## src/rtl/sl_pkg.sv

```systemverilog
// Shared types and helpers for the SL serial receiver feeding the async FIFO write port.
package sl_pkg;

    typedef enum logic [1:0] {
        IDLE     = 2'd0,
        RECV     = 2'd1,
        CHECK    = 2'd2,
        ERR_WAIT = 2'd3
    } sl_state_e;

    // A falling edge on sl0 carries a 0, a falling edge on sl1 carries a 1.
    localparam logic SL0_BIT = 1'b0;
    localparam logic SL1_BIT = 1'b1;

    localparam int PAR_MAX_W = 32;

    // Data is zero-extended by callers; extra zeros do not change the XOR.
    function automatic logic odd_parity_ok(input logic [PAR_MAX_W-1:0] data, input logic par);
        return ^{data, par};
    endfunction

endpackage

```

## src/rtl/sl_line_sync.sv

```systemverilog
// Two-flop synchronizers for both SL lines plus bit-event and line-violation detection.
module sl_line_sync
    import sl_pkg::*;
(
    input  logic wr_clk,
    input  logic rd_rst_n,
    input  logic sl0,
    input  logic sl1,
    output logic bit_valid,
    output logic bit_val,
    output logic line_viol,
    output logic lines_idle
);

    logic s0_meta, s0_sync, s0_prev;
    logic s1_meta, s1_sync, s1_prev;
    logic bit0_evt, bit1_evt;

    always_ff @(posedge wr_clk or negedge rd_rst_n) begin
        if (!rd_rst_n) begin
            s0_meta <= 1'b1;
            s0_sync <= 1'b1;
            s0_prev <= 1'b1;
            s1_meta <= 1'b1;
            s1_sync <= 1'b1;
            s1_prev <= 1'b1;
        end else begin
            s0_meta <= sl0;
            s0_sync <= s0_meta;
            s0_prev <= s0_sync;
            s1_meta <= sl1;
            s1_sync <= s1_meta;
            s1_prev <= s1_sync;
        end
    end

    // A falling edge only counts as a bit while the other line is still idle.
    assign bit0_evt   = s0_prev & ~s0_sync & s1_sync;
    assign bit1_evt   = s1_prev & ~s1_sync & s0_sync;
    assign bit_valid  = bit0_evt | bit1_evt;
    assign bit_val    = bit1_evt ? SL1_BIT : SL0_BIT;
    assign line_viol  = ~s0_sync & ~s1_sync;
    assign lines_idle = s0_sync & s1_sync;

endmodule

```

## src/rtl/sl_rx_fifo_writer.sv

```systemverilog
// SL serial word receiver: length/odd-parity check, pushes good words into the async FIFO write port.
module sl_rx_fifo_writer
    import sl_pkg::*;
#(
    parameter int DATA_SIZE  = 8,
    parameter int GAP_CYCLES = 64,
    parameter int CNT_W      = 8
) (
    input  logic                 wr_clk,
    input  logic                 rd_rst_n,
    input  logic                 en,
    input  logic                 sl0,
    input  logic                 sl1,
    output logic [DATA_SIZE-1:0] fifo_wr_data,
    output logic                 fifo_wr_inc,
    input  logic                 fifo_wr_full,
    input  logic                 err_clr,
    output logic                 parity_err,
    output logic                 line_err,
    output logic                 timeout_err,
    output logic                 overflow_err,
    output logic [CNT_W-1:0]     drop_cnt
);

    localparam int BC_W = $clog2(DATA_SIZE + 1);
    localparam int GC_W = $clog2(GAP_CYCLES);

    logic bit_valid, bit_val, line_viol, lines_idle;

    sl_line_sync u_sync (
        .wr_clk     (wr_clk),
        .rd_rst_n   (rd_rst_n),
        .sl0        (sl0),
        .sl1        (sl1),
        .bit_valid  (bit_valid),
        .bit_val    (bit_val),
        .line_viol  (line_viol),
        .lines_idle (lines_idle)
    );

    sl_state_e            state, state_nxt;
    logic [DATA_SIZE-1:0] data_sr;
    logic                 par_q;
    logic [BC_W-1:0]      bit_cnt;
    logic [GC_W-1:0]      gap_cnt;

    logic load_first, shift_in, take_par, gap_clr, gap_inc;
    logic set_par, set_ovf, set_to, set_line, do_write;
    logic par_ok, gap_done, last_data_bit;

    assign par_ok        = odd_parity_ok(PAR_MAX_W'(data_sr), par_q);
    assign gap_done      = (gap_cnt == GC_W'(GAP_CYCLES - 1));
    assign last_data_bit = (bit_cnt == BC_W'(DATA_SIZE));

    always_ff @(posedge wr_clk or negedge rd_rst_n) begin
        if (!rd_rst_n) state <= IDLE;
        else           state <= state_nxt;
    end

    always_comb begin
        state_nxt  = state;
        load_first = 1'b0;
        shift_in   = 1'b0;
        take_par   = 1'b0;
        gap_clr    = 1'b0;
        gap_inc    = 1'b0;
        set_par    = 1'b0;
        set_ovf    = 1'b0;
        set_to     = 1'b0;
        set_line   = 1'b0;
        do_write   = 1'b0;
        if (!en) begin
            state_nxt = IDLE;
        end else if (line_viol) begin
            state_nxt = ERR_WAIT;
            set_line  = 1'b1;
            gap_clr   = 1'b1;
        end else begin
            case (state)
                IDLE: begin
                    if (bit_valid) begin
                        load_first = 1'b1;
                        gap_clr    = 1'b1;
                        state_nxt  = RECV;
                    end
                end
                RECV: begin
                    if (bit_valid) begin
                        gap_clr = 1'b1;
                        if (last_data_bit) begin
                            take_par  = 1'b1;
                            state_nxt = CHECK;
                        end else begin
                            shift_in = 1'b1;
                        end
                    end else if (gap_done) begin
                        set_to    = 1'b1;
                        state_nxt = IDLE;
                    end else begin
                        gap_inc = 1'b1;
                    end
                end
                CHECK: begin
                    if (!par_ok)           set_par  = 1'b1;
                    else if (fifo_wr_full) set_ovf  = 1'b1;
                    else                   do_write = 1'b1;
                    // Back-to-back words: an event here starts the next word.
                    if (bit_valid) begin
                        load_first = 1'b1;
                        gap_clr    = 1'b1;
                        state_nxt  = RECV;
                    end else begin
                        state_nxt = IDLE;
                    end
                end
                ERR_WAIT: begin
                    if (!lines_idle) begin
                        gap_clr = 1'b1;
                    end else if (gap_done) begin
                        gap_clr   = 1'b1;
                        state_nxt = IDLE;
                    end else begin
                        gap_inc = 1'b1;
                    end
                end
                default: state_nxt = IDLE;
            endcase
        end
    end

    always_ff @(posedge wr_clk or negedge rd_rst_n) begin
        if (!rd_rst_n) begin
            data_sr <= '0;
            par_q   <= 1'b0;
            bit_cnt <= '0;
            gap_cnt <= '0;
        end else begin
            if (load_first) begin
                data_sr <= {{(DATA_SIZE-1){1'b0}}, bit_val};
                bit_cnt <= BC_W'(1);
            end else if (shift_in) begin
                data_sr <= {data_sr[DATA_SIZE-2:0], bit_val};
                bit_cnt <= bit_cnt + BC_W'(1);
            end
            if (take_par) par_q <= bit_val;
            if (gap_clr)      gap_cnt <= '0;
            else if (gap_inc) gap_cnt <= gap_cnt + GC_W'(1);
        end
    end

    always_ff @(posedge wr_clk or negedge rd_rst_n) begin
        if (!rd_rst_n) begin
            fifo_wr_inc  <= 1'b0;
            fifo_wr_data <= '0;
        end else begin
            fifo_wr_inc <= do_write;
            if (do_write) fifo_wr_data <= data_sr;
        end
    end

    // Sticky flags: a same-cycle set beats err_clr.
    always_ff @(posedge wr_clk or negedge rd_rst_n) begin
        if (!rd_rst_n) begin
            parity_err   <= 1'b0;
            line_err     <= 1'b0;
            timeout_err  <= 1'b0;
            overflow_err <= 1'b0;
            drop_cnt     <= '0;
        end else begin
            parity_err   <= set_par  | (parity_err   & ~err_clr);
            line_err     <= set_line | (line_err     & ~err_clr);
            timeout_err  <= set_to   | (timeout_err  & ~err_clr);
            overflow_err <= set_ovf  | (overflow_err & ~err_clr);
            if (set_ovf) begin
                if (err_clr)             drop_cnt <= CNT_W'(1);
                else if (~&drop_cnt)     drop_cnt <= drop_cnt + CNT_W'(1);
            end else if (err_clr) begin
                drop_cnt <= '0;
            end
        end
    end

endmodule

```

## config.mk

```make
export PLATFORM = sky130hd
export DESIGN_NAME = sl_rx_fifo_writer
export DESIGN_NICKNAME = d
export VERILOG_FILES = /design/src/rtl/sl_pkg.sv /design/src/rtl/sl_line_sync.sv /design/src/rtl/sl_rx_fifo_writer.sv
export SDC_FILE = /design/constraint.sdc
export NUM_CORES = 1
export LEC_CHECK = 0
export CORE_MARGIN = 4
export CORE_UTILIZATION = 25
export CTS_BUF_LIST = sky130_fd_sc_hd__clkbuf_16
export DETAILED_ROUTE_END_ITERATION = 6
export SLEW_MARGIN = 15
export SYNTH_ARGS = -nofsm -noshare
export SYNTH_HDL_FRONTEND = slang
export SYNTH_SLANG_ARGS = --single-unit
```

## constraint.sdc

```tcl
create_clock -name wr_clk -period 1.9 [get_ports wr_clk]
set_input_delay 0.38 -clock wr_clk [delete_from_list [all_inputs] [get_ports wr_clk]]
set_output_delay 0.38 -clock wr_clk [all_outputs]
set_load 0.01 [all_outputs]
```

# Yosys cells after proc, flatten, opt, wreduce, memory -nomap -nowiden
# Cells that the tools add are included.
# totals
out_inout_bits	21
ff_bits	48
in_bits	7
word_cells	123
# classes
n_eq_ne	9
add_sub_neg	3
n_reduce_logical	10
mux	65
bitwise	18
# op_table
operator	n
two-way mux 8 bit	6
two-way mux 1 bit	45
XOR reduction 33 bit	1
two-way mux 2 bit	7
two-way mux 6 bit	2
AND 1 bit	10
adder 8 x 1 -> 8 bit (second input constant)	1
two-way mux 4 bit	2
inequality test 4 bit (second input constant)	2
one-hot mux 2 bit (4 select lines)	1
AND reduction 8 bit	1
adder 6 x 1 -> 6 bit (second input constant)	1
== test 6 bit (second input constant)	1
nonzero test 2 bit	3
inequality test 5 bit (second input constant)	1
bitwise OR 1 bit	5
adder 4 x 1 -> 4 bit (second input constant)	1
== test 2 bit (second input constant)	2
== test 4 bit (second input constant)	1
one-hot mux 1 bit (2 select lines)	2
NOT 1 bit	3
AND reduction 3 bit	1
OR reduction 3 bit	1
== test 2 x 1 -> 1 bit (second input constant)	1
4 further kinds	4

# Depth between registers and ports, before layout
# Gate-level depths: netlist (run 1).
# depth
ltp_word	10
mapped_depth	9
ltp_nobuf	7

# Cells and area by module
# From an unflattened synthesis (run 1), not the netlist that was laid out.
# hier_totals
hier_cells	211
hier_area_um2	2289.7
# by_module_without_submodules
module	cells_per_inst	n_inst	seq_area_each_um2	area_per_inst_um2
sl_rx_fifo_writer	199	1	1051.0	2100.8
sl_line_sync	12	1	157.7	188.9

# Worst setup path before layout (run 1)
# Ideal clock, no wire load.
# synth_timing
path_kind	flip-flop to flip-flop
startpoint	register data_sr[2]
endpoint	register fifo_wr_data[0]
arrival_time_ps	1918
path_slack_ps	-143
path_stages_with_launch	6
required_ps	1775
setup_time_ps	125
cell_sequence	dfrtp_1 -> xor2_1 -> xnor3_2 -> xnor2_2 -> nor3_4 -> mux2_2
# synth_between
elab_chain_cells	5
# synth_lines
item	line	text
start: declaration	sl_rx_fifo_writer.sv:42	logic [DATA_SIZE-1:0] data_sr;
start signal: assignment	sl_rx_fifo_writer.sv:139	data_sr <= {{(DATA_SIZE-1){1'b0}}, bit_val};
start signal: assignment	sl_rx_fifo_writer.sv:142	data_sr <= {data_sr[DATA_SIZE-2:0], bit_val};
XOR reduction 33 bit	sl_pkg.sv:19	return ^{data, par};
two-way mux 1 bit	sl_rx_fifo_writer.sv:104	if (!par_ok) set_par = 1'b1;
two-way mux 1 bit	sl_rx_fifo_writer.sv:79	case (state)
two-way mux 1 bit	sl_rx_fifo_writer.sv:74	end else if (line_viol) begin
two-way mux 1 bit	sl_rx_fifo_writer.sv:72	if (!en) begin
net do_write	sl_rx_fifo_writer.sv:48	logic set_par, set_ovf, set_to, set_line, do_write;
end signal: assignment	sl_rx_fifo_writer.sv:157	if (do_write) fifo_wr_data <= data_sr;
end: declaration	sl_rx_fifo_writer.sv:14	output logic [DATA_SIZE-1:0] fifo_wr_data,
# The timed path passes the listed nets, and every way through them passes these cells.
# A chain may end at the register's enable or synchronous reset.

# Final worst setup path (run 1)
# layout_timing
startpoint	register data_sr[0]
endpoint	register fifo_wr_data[0]
# The elaborated chain is that of the path after synthesis.

==> results.tsv, run 1 <==
stage	metric	value	unit
outcome	status	complete, but fails checks	
outcome	failing_checks	negative setup slack	
logic_synthesis	mappedNetlistArea	2384	sq um
worst_setup_path	critPathRequiredTime	2070	ps
sta	finalClockSkew	5.897	ps
sta	timing_hold_violations_final	0	
worst_setup_path	crit_arrival	2150	ps
cells_and_area	most-common-layout-cells	42 x dfrtp_1, 39 x buf_4, 26 x clkdlybuf4s50_1	
worst_setup_path	critical_path.most_common_cell	xnor2_2	
sta	slew_at_the_pin_with_the_worst_max_slew_slack	574.3	ps
cells_and_area	proportion_of_layout_cells_with_a_drive_suffix_above_1	28.47	%
flow_run	cap_violations	0	
drt	route.vias.total	1930	
logic_synthesis	yosys_register_bits	48	
drt	first_iteration_detailed_routing_drc_count	55	
sta	final_min_period_over_clock_period	104.4	%
logic_synthesis	ys_seq_area_share	50.71	%
hold_path	worstHoldPathType	in -> async	
power	cellPowerDensity	781.9	nW/um^2
worst_setup_path	critical_path_fanouts_max	9	
clock_tree	clk-insertion-delay-late	280	ps
logic_synthesis	syn_avg_cell_area	10.55	sq um
floorplan	die-area	11160	sq um
placement	routabilityCongestion	0.8223	
global_routing	grt_max_degree	49	
cells_and_area	nets	305	
floorplan	ios	28	
drt	route.detailed.vias_per_inst	4.552	
sta	rsz0062_at_grt	yes	
drt	routedWlPerCell	12.29	microns
drt	ant_nets	0	
worst_setup_path	critPathMaxStageDelay	480	ps
global_routing	initial_antenna_violation_count	0	
cells_and_area	antennaDiodeCount	0	
worst_setup_path	worstSetupEndpointType	flip-flop	
floorplan	die_width	105.6	microns
power	ir_drop	0.3622	mV
floorplan	floorplan.rows	35	
sta	fin_tns_setup	-711.2	ps
logic_synthesis	yosysUniqueCellTypes	47	
cells_and_area	layout.cells.most_common	dfrtp_1	
clock_tree	cts.sinks	48	
logic_synthesis	synthCells	226	
logic_synthesis	synth_nets	237	
worst_setup_path	top_delay_family_on_crit_path	XOR/XNOR gates	
clock_tree	clkTransAtPathRegs	70	ps
global_routing	grt_util_all_layers	9.539	%
power	leakage	0.001517	uW
clock_tree	tritoncts_clock_tree	built	
drt	routed_wl	5210	microns
floorplan	core_region_area	9240	sq um
floorplan	die_h	105.6	microns
drt	remaining_drc_errors	0	
worst_setup_path	worst-setup-path-type	reg -> reg	
logic_synthesis	yosys_warns	0	
placement	buffer_ports.inserted	27	
global_routing	grt_pass1_wl	8852	microns
worst_setup_path	path_buf_inv	1	
sta	shortest_period_the_worst_path_allows	1983	ps
worst_setup_path	crit_path_top_delay_cell	xnor3_2	
clock_tree	cts.root.buffer_cell	clkbuf_16	
sta	final.hold.worst_slack	58.96	ps
clock_tree	htree_num_levels	2	
worst_setup_path	path_cells	xnor2_2, xnor3_2, xnor2_2, nor3_4, buf_12, mux2_2	
floorplan	initial_core_util	25.80	%
clock_tree	clock_path_buffers	2	
worst_setup_path	crit_path_start_kind	flip-flop	
sta	layout_setup_ws	-83.07	ps
placement	post-dp-hpwl	3698	microns
drt	drt_pass1_iterations	4	
sta	max_clock_freq	504.3	MHz
global_routing	grt_remaining_overflow	0	
global_routing	first_global_vias	1867	
cells_and_area	synthToLayoutAreaGrowth	41.00	%
clock_tree	cts_made_buffers	5	
sta	finalSetupViolations	10	
sta	slew_viol_final	0	
sta	maxSlewHeadroom	61.71	%
==> state kept, by name, summed over array words and instances (netlist names), 2 cells and up <==
signal / cells
fifo_wr_data: 8
data_sr: 8
bit_cnt: 4
state: 2
drop_cnt: 8
gap_cnt: 6
==> cells in the mapped netlist (all sizes together) <==
master   count  area, sq um
o22ai        1        6.260
or3          3        18.77
a41oi        1        8.760
ha           4        50.05
xor2         2        17.52
xnor2       12        120.1
xnor3        1        23.77
a21oi        7        35.03
dfstp        6        157.7
nand4b       1        8.760
nor3         6        41.29
and3         3        18.77
dfrtp       42         1051
clkbuf       4        15.01
buf          4        20.02
nand3        7        35.03
nor2b        2        12.51
a21o         1        7.510
a311oi       3        26.28
and2         2        12.51
inv          9        33.78
a22o         3        27.53
o2bb2ai      1        8.760
nand3b       3        22.52
o21ai       14        70.06
a32o         1        10.01
nand2b       1        6.260
o41ai        2        17.52
o21a         1        7.510
nand4        6        37.54
mux2        10        112.6
and3b        1        8.760
nor2        23        86.33
a31oi        3        18.77
nor3b        1        7.510
nor4b        1        8.760
a21boi       2        15.01
nand2       16        60.06
o211ai       1        7.510
o31ai        3        22.52
nor4         3        18.77
mux2i        8        80.08
and4         1        8.760
==> routing by layer <==
layer  vias up  wire [microns]  track usage [%]
li1        949               -                -
met1       945            2434            12.76
met2        34            2509            15.48
met3         2             237            2.572
met4         0              29            2.035
met5         -               0                0
==> area by class of cell <==
| class | instances | area (sq um) |
|---|---|---|
| fill | 921 | 5879 |
| sequential | 48 | 1209 |
| timing repair buffer | 69 | 609.3 |
| inverter | 9 | 33.78 |
| clock inverter | 3 | 42.54 |
| clock buffer | 5 | 125.1 |
| multi-input combinational | 161 | 1180 |
| tap | 129 | 161.4 |
==> worst reg2reg max path: cells and delay by family, from the launching register on <==
family                 cells  cell delay [ps]
flip-flops                 1              410
buffers and inverters      1              160
XOR/XNOR                   3              820
multiplexers               1              320
AND/OR/NAND/NOR            1              170
==> path summary, 6_finish.rpt <==
path | from | end | slack [ps] | depth (start not counted)
hold reg to reg | u_sync.s1_meta$_DFF_PN1_ | u_sync.s1_sync$_DFF_PN1_ | 350 | 0
hold / removal | rd_rst_n | drop_cnt[2]$_DFFE_PN0P_ | 60 | 2
min in group wr_clk | u_sync.s1_meta$_DFF_PN1_ | u_sync.s1_sync$_DFF_PN1_ | 350 | 0
setup / recovery | data_sr[0]$_DFFE_PN0P_ | fifo_wr_data[0]$_DFFE_PN0P_ | -80 | 6
max in group asynchronous | rd_rst_n | u_sync.s0_sync$_DFF_PN1_ | 1530 | 2
setup reg to reg | data_sr[0]$_DFFE_PN0P_ | fifo_wr_data[0]$_DFFE_PN0P_ | -80 | 6
==> through the flow <==
step | utilization, % | power [uW] | worst slack, ps | instances | instance area [sq um]
global placement | 33.43 | 1587 | -216.0 | 412 | 3089
global route | 36.37 | 2755 | -167.3 | 424 | 3361
finish | 36.37 | 2628 | -83.07 | 424 | 3361
detailed placement | 33.43 | 1593 | -258.8 | 412 | 3089
CTS | 35.72 | 2638 | -121.5 | 421 | 3301
floorplan | - | 1377 | -142.7 | 226 | 2407
==> timing repair <==
item                                    CTS  global route
endpoints found under the setup margin   15            23
buffers inserted                          1             3
hold buffers                              0             0
resized for setup                         5             9
pin swaps                                 5             3
==> kinds of logic after synthesis <==
kind of cell,count (synthesis),synth area share (%)
xor+xnor,15,6.771
compound gates,44,12.13
buf+inv,17,2.887
simple gates,80,17.32
mux,18,8.084
fa+ha+maj,4,2.100
flops,48,50.71
==> power breakdown <==
part / total, uW / switching, uW / internal (uW)
clock network: 1000 / 385 / 619
registers: 1130 / 51.6 / 1080
logic: 489 / 225 / 264
total: 2630 / 662 / 1970
No activity file was read; power rests on OpenSTA's default activity.
==> run 2, diff against run 1 <==
==> constraint.sdc (replaced) <==
create_clock -name wr_clk -period 1.8 [get_ports wr_clk]
set_input_delay 0.36 -clock wr_clk [delete_from_list [all_inputs] [get_ports wr_clk]]
set_output_delay 0.36 -clock wr_clk [all_outputs]
set_load 0.01 [all_outputs]
==> results.tsv, run 2 (synthesized netlist as in run 1, its figures left out) <==
stage	metric	value	unit	change
outcome	status	complete, but fails checks		unchanged
outcome	failing_checks	negative setup slack		unchanged
power	cellPowerDensity	804.3	nW/um^2	was 781.9 nW/um^2
sta	rsz0062_at_grt	yes		unchanged
sta	finalClockSkew	9.815	ps	was 5.897 ps
worst_setup_path	worst-setup-path-type	reg -> reg		unchanged
worst_setup_path	path_buf_inv	1		unchanged
drt	routed_wl	5721	microns	was 5210 microns
drt	route.vias.total	1969		was 1930
floorplan	die_width	105.6	microns	unchanged
worst_setup_path	crit_arrival	2180	ps	was 2150 ps
placement	buffer_ports.inserted	27		unchanged
cells_and_area	antennaDiodeCount	0		unchanged
drt	remaining_drc_errors	0		unchanged
floorplan	die-area	11160	sq um	unchanged
sta	layout_setup_ws	-206.0	ps	was -83.07 ps
global_routing	grt_pass1_wl	9680	microns	was 8852 microns
sta	maxSlewHeadroom	77.29	%	was 61.71%
cells_and_area	final_cell_area	3620	sq um	was 3361 sq um
drt	first_iteration_detailed_routing_drc_count	33		was 55
floorplan	core_region_area	9240	sq um	unchanged
floorplan	initial_core_util	25.80	%	unchanged
power	ir_drop	0.4354	mV	was 0.3622 mV
cells_and_area	most-common-layout-cells	52 x buf_4, 42 x dfrtp_1, 26 x clkdlybuf4s50_1		was 42 x dfrtp_1, 39 x buf_4, 26 x clkdlybuf4s50_1
global_routing	first_global_vias	2038		was 1867
placement	dpl-instance-area	3174	sq um	was 3089 sq um
clock_tree	tritoncts_clock_tree	built		unchanged
worst_setup_path	crit_path_top_delay_cell	xnor3_2		unchanged
sta	slew_viol_final	0		unchanged
power	leakage	0.001624	uW	was 0.001517 uW
placement	post-dp-hpwl	3887	microns	was 3698 microns
cells_and_area	layout.cells.most_common	buf_4		was dfrtp_1
drt	ant_nets	0		unchanged
clock_tree	cts_made_buffers	5		unchanged
floorplan	die_h	105.6	microns	unchanged
floorplan	ios	28		unchanged
global_routing	grt_remaining_overflow	0		unchanged
placement	routabilityCongestion	0.8369		was 0.8223
worst_setup_path	crit_path_start_kind	flip-flop		unchanged
clock_tree	clk-insertion-delay-late	290	ps	was 280 ps
drt	route.detailed.vias_per_inst	4.475		was 4.552
sta	finalSetupViolations	19		was 10
sta	final_min_period_over_clock_period	111.4	%	was 104.4%
hold_path	worstHoldPathType	in -> async		unchanged
clock_tree	clkTransAtPathRegs	70	ps	about the same
cells_and_area	post-route-util	39.17	%	was 36.37%
sta	timing_hold_violations_final	0		unchanged
floorplan	floorplan.rows	35		unchanged
worst_setup_path	path_cells	xnor2_1, xnor3_2, xnor2_2, nor3_4, buf_12, mux2_2		was xnor2_2, xnor3_2, xnor2_2, nor3_4, buf_12, mux2_2
drt	routedWlPerCell	13.00	microns	was 12.29 microns
worst_setup_path	worstSetupEndpointType	flip-flop		unchanged
clock_tree	cts.hold.buffers_added	0		unchanged
drt	drt_pass1_iterations	4		unchanged
cells_and_area	largest_registers	data_sr: 8 flops, drop_cnt: 8 flops, fifo_wr_data: 8 flops		unchanged
clock_tree	clock_path_buffers	2		unchanged
cells_and_area	proportion_of_layout_cells_with_a_drive_suffix_above_1	37.62	%	was 28.47%
cells_and_area	synthToLayoutAreaGrowth	51.86	%	was 41.00%
sta	slew_at_the_pin_with_the_worst_max_slew_slack	339.4	ps	was 574.3 ps
sta	max_clock_freq	498.5	MHz	was 504.3 MHz
global_routing	initial_antenna_violation_count	0		unchanged
sta	fin_tns_setup	-2710	ps	was -711.2 ps
global_routing	grt_util_all_layers	10.49	%	was 9.539%
cells_and_area	nets	321		was 305
clock_tree	htree_num_levels	2		unchanged
worst_setup_path	top_delay_family_on_crit_path	XOR/XNOR gates		unchanged
sta	shortest_period_the_worst_path_allows	2006	ps	was 1983 ps
worst_setup_path	critical_path_fanouts_max	9		unchanged
worst_setup_path	critPathRequiredTime	1980	ps	was 2070 ps
worst_setup_path	critPathMaxStageDelay	500	ps	was 480 ps
clock_tree	cts.root.buffer_cell	clkbuf_16		unchanged
clock_tree	cts.sinks	48		unchanged
global_routing	grt_max_degree	49		unchanged
flow_run	cap_violations	0		unchanged
[run 2: cell count changes in the layout (fill, tap and decap cells not counted), moves of 3 or more]
cell | previous run | this run
buf_4 | 39 | 52
nand3_1 | 7 | 4
nand3_2 | 0 | 3
o21ai_0 | 13 | 10
[run 2: where the power goes]
part / leakage, uW / internal [uW] / total, uW / switching (uW)
combinational: 0.000905 / 364 / 663 / 300
sequential: 0.000639 / 1140 / 1190 / 46.8
clock: 0.0000798 / 653 / 1060 / 405
total: 0.00162 / 2160 / 2910 / 752
[run 2: metrics by stage]
stage          power (uW)  hold slack [ps]  setup slack, ps  std cells
3_5_place_dp         1693            350.0           -320.3        420
5_1_grt              3044            70.48           -268.3        440
3_3_place_gp         1680            349.9           -296.2        420
2_1_floorplan        1466            64.41           -242.7        226
4_1_cts              2876            57.13           -220.3        432
6_report             2911            46.24           -206.0        440
[run 2: worst reg2reg max path: stages (launching register included)]
cell and delay, ps:
dfrtp_1 390, xnor2_1 180, xnor3_2 500, xnor2_2 180
nor3_4 170, buf_12 160, mux2_2 330
[run 2: area by class of cell]
cell class,count,area [sq um]
Clock inverter,3,42.54
Tap cell,129,161.4
Inverter,9,33.78
Fill cell,886,5620
Sequential cell,48,1209
Multi-Input combinational cell,161,1285
Timing Repair Buffer,85,763.2
Clock buffer,5,125.1
[run 2: final timing paths]
kind,startpoint,endpoint,slack (ps),cells past startpoint
max,data_sr[0]$_DFFE_PN0P_,fifo_wr_data[2]$_DFFE_PN0P_,-210,6
max in group asynchronous,rd_rst_n,u_sync.s0_prev$_DFF_PN1_,1460,2
max reg2reg,data_sr[0]$_DFFE_PN0P_,fifo_wr_data[2]$_DFFE_PN0P_,-210,6
min,rd_rst_n,fifo_wr_data[6]$_DFFE_PN0P_,50,2
min in group wr_clk,u_sync.s1_meta$_DFF_PN1_,u_sync.s1_sync$_DFF_PN1_,360,0
min reg2reg,u_sync.s1_meta$_DFF_PN1_,u_sync.s1_sync$_DFF_PN1_,360,0
[run 2: repair_timing]
action / in CTS / in global routing
endpoints found under the setup margin: 19 / 36
gates cloned: 0 / 1
setup buffers: 5 / 7
resized for setup: 16 / 19
pin swaps: 11 / 8
[run 2: routing by layer]
layer | up-vias | wire [microns] | global-route usage, %
met1 | 955 | 2674 | 13.39
met3 | 4 | 159 | 2.388
met5 | - | 0 | 0
met4 | 0 | 55 | 2.775
li1 | 982 | - | -
met2 | 28 | 2832 | 17.85
==> run 3, diff against run 2 <==
--- a/config.mk
+++ b/config.mk
@@ -12,4 +12,5 @@
 export SLEW_MARGIN = 15
 export SYNTH_ARGS = -nofsm -noshare
 export SYNTH_HDL_FRONTEND = slang
+export SYNTH_HIERARCHICAL = 1
 export SYNTH_SLANG_ARGS = --single-unit
==> results.tsv, run 3 <==
stage	metric	value	unit	change
logic_synthesis	synth_edf_count	0		unchanged
sta	slew_at_the_pin_with_the_worst_max_slew_slack	432.4	ps	was 339.4 ps
cells_and_area	largest_registers	data_sr: 8 flops, drop_cnt: 8 flops, fifo_wr_data: 8 flops		unchanged
logic_synthesis	synthDominantAreaCellType	dfrtp_1		unchanged
clock_tree	cts_made_buffers	5		unchanged
flow_run	cap_violations	0		unchanged
power	cellPowerDensity	782.1	nW/um^2	was 804.3 nW/um^2
logic_synthesis	yosys_register_bits	48		unchanged
sta	maxSlewHeadroom	71.18	%	was 77.29%
sta	layout_setup_ws	-185.7	ps	was -206.0 ps
hold_path	worstHoldPathType	in -> async		unchanged
global_routing	grt_remaining_overflow	0		unchanged
drt	drt_pass1_iterations	4		unchanged
outcome	failing_checks	negative setup slack		unchanged
cells_and_area	regArea	1209	sq um	unchanged
logic_synthesis	synth_async_sr_flop_share	100.0	%	unchanged
logic_synthesis	syn_avg_cell_area	10.85	sq um	was 10.55 sq um
drt	route.detailed.vias_per_inst	4.620		was 4.475
clock_tree	clkTransAtPathRegs	70	ps	about the same
worst_setup_path	worst-setup-path-type	reg -> reg		unchanged
clock_tree	tritoncts_clock_tree	built		unchanged
placement	dpl-instance-area	2995	sq um	was 3174 sq um
clock_tree	cts.sinks	48		unchanged
cells_and_area	multiInputGateArea	1197	sq um	was 1285 sq um
power	ir_drop	0.3767	mV	was 0.4354 mV
sta	final_min_period_over_clock_period	110.3	%	was 111.4%
logic_synthesis	synth_top_cell_area_share	45.90	%	was 44.09%
drt	first_iteration_detailed_routing_drc_count	34		was 33
floorplan	core_region_area	8806	sq um	was 9240 sq um
global_routing	first_global_vias	1774		was 2038
logic_synthesis	synthCells	211		was 226
global_routing	grt_max_degree	32		was 49
sta	finalSetupViolations	34		was 19
logic_synthesis	post-synth-top-count-cell	dfrtp_1		unchanged
worst_setup_path	worstSetupEndpointType	flip-flop		unchanged
logic_synthesis	yosys_warns	6		was 0
sta	max_clock_freq	503.6	MHz	was 498.5 MHz
global_routing	grt_util_all_layers	9.750	%	was 10.49%
logic_synthesis	ys_seq_area_share	52.79	%	was 50.71%
cells_and_area	nets	291		was 321
floorplan	floorplan.rows	34		was 35
drt	routedWlPerCell	12.84	microns	was 13.00 microns
placement	post-dp-hpwl	3555	microns	was 3887 microns
logic_synthesis	mappedNetlistArea	2290	sq um	was 2384 sq um
logic_synthesis	yosysUniqueCellTypes	47		unchanged
worst_setup_path	critPathRequiredTime	2020	ps	was 1980 ps
cells_and_area	antennaDiodeCount	0		unchanged
clock_tree	clk-insertion-delay-late	290	ps	about the same
sta	slew_viol_final	0		unchanged
sta	finalClockSkew	6.290	ps	was 9.815 ps
floorplan	initial_core_util	26.00	%	was 25.80%
drt	route.vias.total	1797		was 1969
outcome	status	complete, but fails checks		unchanged
drt	remaining_drc_errors	0		unchanged
global_routing	grt_pass1_wl	8604	microns	was 9680 microns
drt	ant_nets	0		unchanged
cells_and_area	number_of_fill_cells_in_the_layout	874		was 886
drt	routed_wl	4993	microns	was 5721 microns
cells_and_area	layout.cells.most_common	dfrtp_1		was buf_4
sta	timing_hold_violations_final	0		unchanged
logic_synthesis	synth-main-ff-cell	dfrtp_1		unchanged
floorplan	die_width	103.7	microns	was 105.6 microns
sta	shortest_period_the_worst_path_allows	1986	ps	was 2006 ps
logic_synthesis	ys_top_cells_by_count	42 x dfrtp_1, 18 x nor2_1, 17 x nand2_1		was 42 x dfrtp_1, 23 x nor2_1, 16 x nand2_1
floorplan	die_h	103.7	microns	was 105.6 microns
clock_tree	cts.root.buffer_cell	clkbuf_16		unchanged
cells_and_area	post-route-util	37.82	%	was 39.17%
worst_setup_path	critical_path_fanouts_max	8		was 9
placement	routabilityCongestion	0.7544		was 0.8369
clock_tree	cts.hold.buffers_added	0		unchanged
floorplan	ios	28		unchanged
logic_synthesis	synth_nets	222		was 237
sta	rsz0062_at_grt	yes		unchanged
placement	buffer_ports.inserted	27		unchanged
cells_and_area	final_cell_area	3331	sq um	was 3620 sq um
cells_and_area	synthToLayoutAreaGrowth	45.46	%	was 51.86%
clock_tree	clock_path_buffers	2		unchanged
clock_tree	htree_num_levels	2		unchanged
cells_and_area	proportion_of_layout_cells_with_a_drive_suffix_above_1	35.94	%	was 37.62%
cells_and_area	most-common-layout-cells	42 x dfrtp_1, 38 x buf_4, 26 x clkdlybuf4s50_1		was 52 x buf_4, 42 x dfrtp_1, 26 x clkdlybuf4s50_1
power	leakage	0.001544	uW	was 0.001624 uW
worst_setup_path	crit_path_start_kind	flip-flop		unchanged
global_routing	initial_antenna_violation_count	0		unchanged
floorplan	die-area	10750	sq um	was 11160 sq um
worst_setup_path	crit_arrival	2210	ps	was 2180 ps
logic_synthesis	post_synth_main_area_contributors	dfrtp_1 46%, dfstp_2 6.9%, mux2_2 4.4%		was dfrtp_1 44%, dfstp_2 6.6%, mux2_2 4.7%
[run 3: cell count changes in the layout (fill, tap and decap cells not counted), moves of 4 or more]
| cell | delta |
|---|---|
| xor2_1 | +4 |
| o21ai_0 | -5 |
| nor2_1 | -6 |
| buf_4 | -14 |
| or4_1 | +4 |
| xnor2_1 | -4 |
| inv_1 | +4 |
[run 3: final timing paths]
kind	start	endpoint	cells after the start	slack, ps
worst max register to register	data_sr[0]$_DFFE_PN0P_	drop_cnt[5]$_DFFE_PN0P_	5	-190
worst min-delay path	rd_rst_n	drop_cnt[5]$_DFFE_PN0P_	1	3
worst max-delay path	data_sr[0]$_DFFE_PN0P_	drop_cnt[5]$_DFFE_PN0P_	5	-190
worst min register to register	u_sync/s1_meta$_DFF_PN1_	u_sync/s1_sync$_DFF_PN1_	0	360
min in group wr_clk	u_sync/s1_meta$_DFF_PN1_	u_sync/s1_sync$_DFF_PN1_	0	360
max in group asynchronous	rd_rst_n	u_sync/s1_prev$_DFF_PN1_	2	1210
[run 3: power breakdown]
part | switching, uW | total, uW | internal, uW
Sequential | 43.1 | 1180 | 1140
Combinational | 248 | 516 | 268
Clock | 397 | 906 | 510
Total | 688 | 2610 | 1920
[run 3: layout make-up]
type                       count  share of cell area (%)
clock buffer                   5                   3.757
inverter                      11                   1.240
tap                          108                   4.057
multi-input combinational    145                   35.95
timing repair buffer          69                   18.14
sequential                    48                   36.29
clock inverter                 3                  0.5635
[run 3: cell families (layout without fill, tap and decap cells)]
family | Yosys count | after routing | synth area share (%)
adder cells (fa/ha/maj) | 4 | 4 | 2.186
AO/OA/AOI/OAI | 36 | 36 | 10.49
buffers and inverters | 19 | 88 | 3.661
flip-flops | 48 | 48 | 52.79
AND/OR/NAND/NOR | 74 | 75 | 17.10
XOR/XNOR | 15 | 15 | 6.721
multiplexers | 15 | 15 | 7.049
[run 3: layer usage]
metal	up-vias	GRT usage, %	wire length (microns)
li1	881	-	-
met1	887	12.39	2332
met2	23	15.56	2416
met3	6	3.234	182
met4	0	3.419	63
met5	-	0	0
[run 3: metrics by stage]
| stage | power, uW | TNS [ps] | instances | setup WS (ps) | hold WS, ps |
|---|---|---|---|---|---|
| after floorplan | 1445 | -1980 | 211 | -150.3 | 64.41 |
| after global placement | 1647 | -5963 | 372 | -271.7 | 328.2 |
| after detailed placement | 1664 | -7025 | 372 | -315.3 | 327.8 |
| after CTS | 2627 | -2715 | 385 | -203.2 | 13.85 |
| after global routing | 2753 | -5468 | 389 | -288.4 | 37.28 |
| final | 2605 | -2598 | 389 | -185.7 | 2.980 |
[run 3: critical path, stage by stage, from the launching register on]
cell and delay, ps:
dfrtp_1 400, xnor2_1 150, xnor3_2 520, xnor2_4 190, or4_1 510, a21oi_2 140
[run 3: what timing repair did]
action / CTS / global route
resized for setup: 13 / 14
buffers inserted: 4 / 4
pin swaps: 14 / 10
endpoints found under the setup margin: 30 / 36
gates cloned: 1 / 0
==> patch, RTL diff (flow settings as in run 1) <==
Set the parameter `CNT_W` to 9 (it was 8).
--- a/src/rtl/sl_rx_fifo_writer.sv
+++ b/src/rtl/sl_rx_fifo_writer.sv
@@ -4,7 +4,7 @@
 #(
     parameter int DATA_SIZE  = 8,
     parameter int GAP_CYCLES = 64,
-    parameter int CNT_W      = 8
+    parameter int CNT_W      = 9
 ) (
     input  logic                 wr_clk,
     input  logic                 rd_rst_n,
Interface: changed (resized drop_cnt); port bits go from 28 to 29. The function was not compared with the original's and may differ.
==> patch against run 1 <==
The flow still finishes with violations (setup timing); sequential power is essentially flat; setup slack lost 0.17 ns; critical path depth is the same; sequential cell count grew 1; final area grew 5.7%; total power shrank 10%; synthesized area grew 3.0%; wire length grew 7.4%; critical path type unchanged; critical endpoint is now fifo_wr_data[4]; largest cell class is now multi-input gates.
==> patch: results (changes against run 1) <==
first-pass GRT wire length=9.20 mm (+4.0%); total grt overflow=0 (unchanged); async set or reset register ratio after synthesis=100% (unchanged); failing checks=setup timing; Iter 0 DRT Violations=48 (-13%); cell family with the largest share of critical-path delay=XOR/XNOR gates; Filler cells=928 (+0.76%); Top Registers=drop_cnt (9), data_sr (8), fifo_wr_data (8); leakage power=1.66 nW (+9.2%); GRT Util Overall=9.95% (+0.41 points); final net count=311 (+2.0%); RR Startpoint=data_sr[1]; wire length on met3=222 um (-6.3%); Syn Nets=238 (+0.42%); met2 Usage GRT=16.6% (+1.1 points); sequential area share after synthesis=50.2% (-0.48 points); clk_lat worst skew=0.29 ns; root buf cell=clkbuf_16; top cells by area, synth=dfrtp_1 (44%), dfstp_2 (6.4%), mux2_4 (4.9%), nor2_1 (3.5%), mux2_2 (3.2%); layout cells sized above 1=36.3% (+7.9 points); initial antenna violation count=0 (unchanged); CP arrival=2.33 ns (+0.18 ns); Met2 Wirelength=2.77 mm (+11%); DRT Pass-1 Iters=4 (unchanged); WL met1=2.52 mm (+3.7%); n_diodes=0 (unchanged); met3 Resource Use GR=2.29% (-0.28 points); via count=1920 (-0.52%); CTS clk-pin slew, worst paths=0.07 ns (about the same); Fin Clk Skew=0.00539 ns (-0.000512 ns); gpl congestion=0.810 (-1.4%); Max Used Layer=met4; Hold Slack=0.0342 ns (-0.0247 ns); worst setup margin=-0.253 ns (-0.169 ns); actual slew at the worst max-slew pin=0.468 ns (-0.106 ns); run status=finished, violations left; top cells by count, synth=dfrtp_1 (43), nor2_1 (23), inv_1 (11), nand2_1 (11); vias in the first global route=1972 (+5.6%); PortBufs=28 (+3.7%); Peak VDD IR=347 uV (-4.3%); Detailed Place HPWL=3.83 mm (+3.7%); Total Wirelength=5.60 mm (+7.4%); count of cell types in the netlist=46 (-2.1%); Setup crit end=fifo_wr_data[4]; met1 GRT Util=12.6% (-0.14 points); Setup-failing EPs final=18 (+8); largest net degree at the start of global routing=22 (-55%); Crit Path Max Fanout=5 (-4)
patch: repair_timing:
action	CTS	global route
endpoints found under the setup margin	20	29
endpoints found under the hold margin	0	0
buffers inserted	1	5
pin swaps	4	3
resized for setup	14	20
gates cloned	1	1
patch: cell families (layout without fill, tap and decap cells):
kind of cell | count (synthesis) | after routing | synth area share, %
AOI/OAI and AO/OA | 34 | 34 | 9.48
xor gates and xnor gates | 13 | 13 | 5.55
and+or+nand+nor | 82 | 82 | 17.7
muxes | 21 | 21 | 10.5
DFF | 49 | 49 | 50.2
adders and majority gates | 5 | 5 | 2.55
buffers and inverters | 22 | 96 | 3.97
patch: stage by stage:
stage          std cells  instance area (um^2)  setup TNS [ns]  setup slack [ns]  utilization, %
2_1_floorplan        226                  2520           -1.95            -0.193               -
3_3_place_gp         413                  3190           -7.77            -0.340            33.8
3_5_place_dp         413                  3190           -8.04            -0.348            33.8
4_1_cts              423                  3410           -3.32            -0.263            36.2
5_1_grt              429                  3550           -4.68            -0.304            37.7
6_report             429                  3550           -3.59            -0.253            37.7
patch: report_power, final:
group / internal [W] / total, W / switching, W
sequential: 0.00109 / 0.00113 / 0.0000354
clock: 0.000486 / 0.000879 / 0.000393
combinational: 0.000172 / 0.000360 / 0.000187
total: 0.00175 / 0.00237 / 0.000616
patch: cell type report:
type                    count  area, um^2  share of cell area, %
repair buffers             77         659                   18.6
clock inverters             3        17.5                  0.493
inverters                  11        41.3                   1.16
multi-input cells         155        1310                   37.0
clock buffers               5         125                   3.52
flip-flops and latches     49        1230                   34.7
well taps                 129         161                   4.54
patch: worst register-to-register path, stage by stage (launching register included):
cell and delay (ns):
dfrtp_1 0.39, xor2_1 0.16, xnor3_2 0.48, xnor2_4 0.16
or3b_4 0.41, buf_6 0.15, mux2_4 0.29
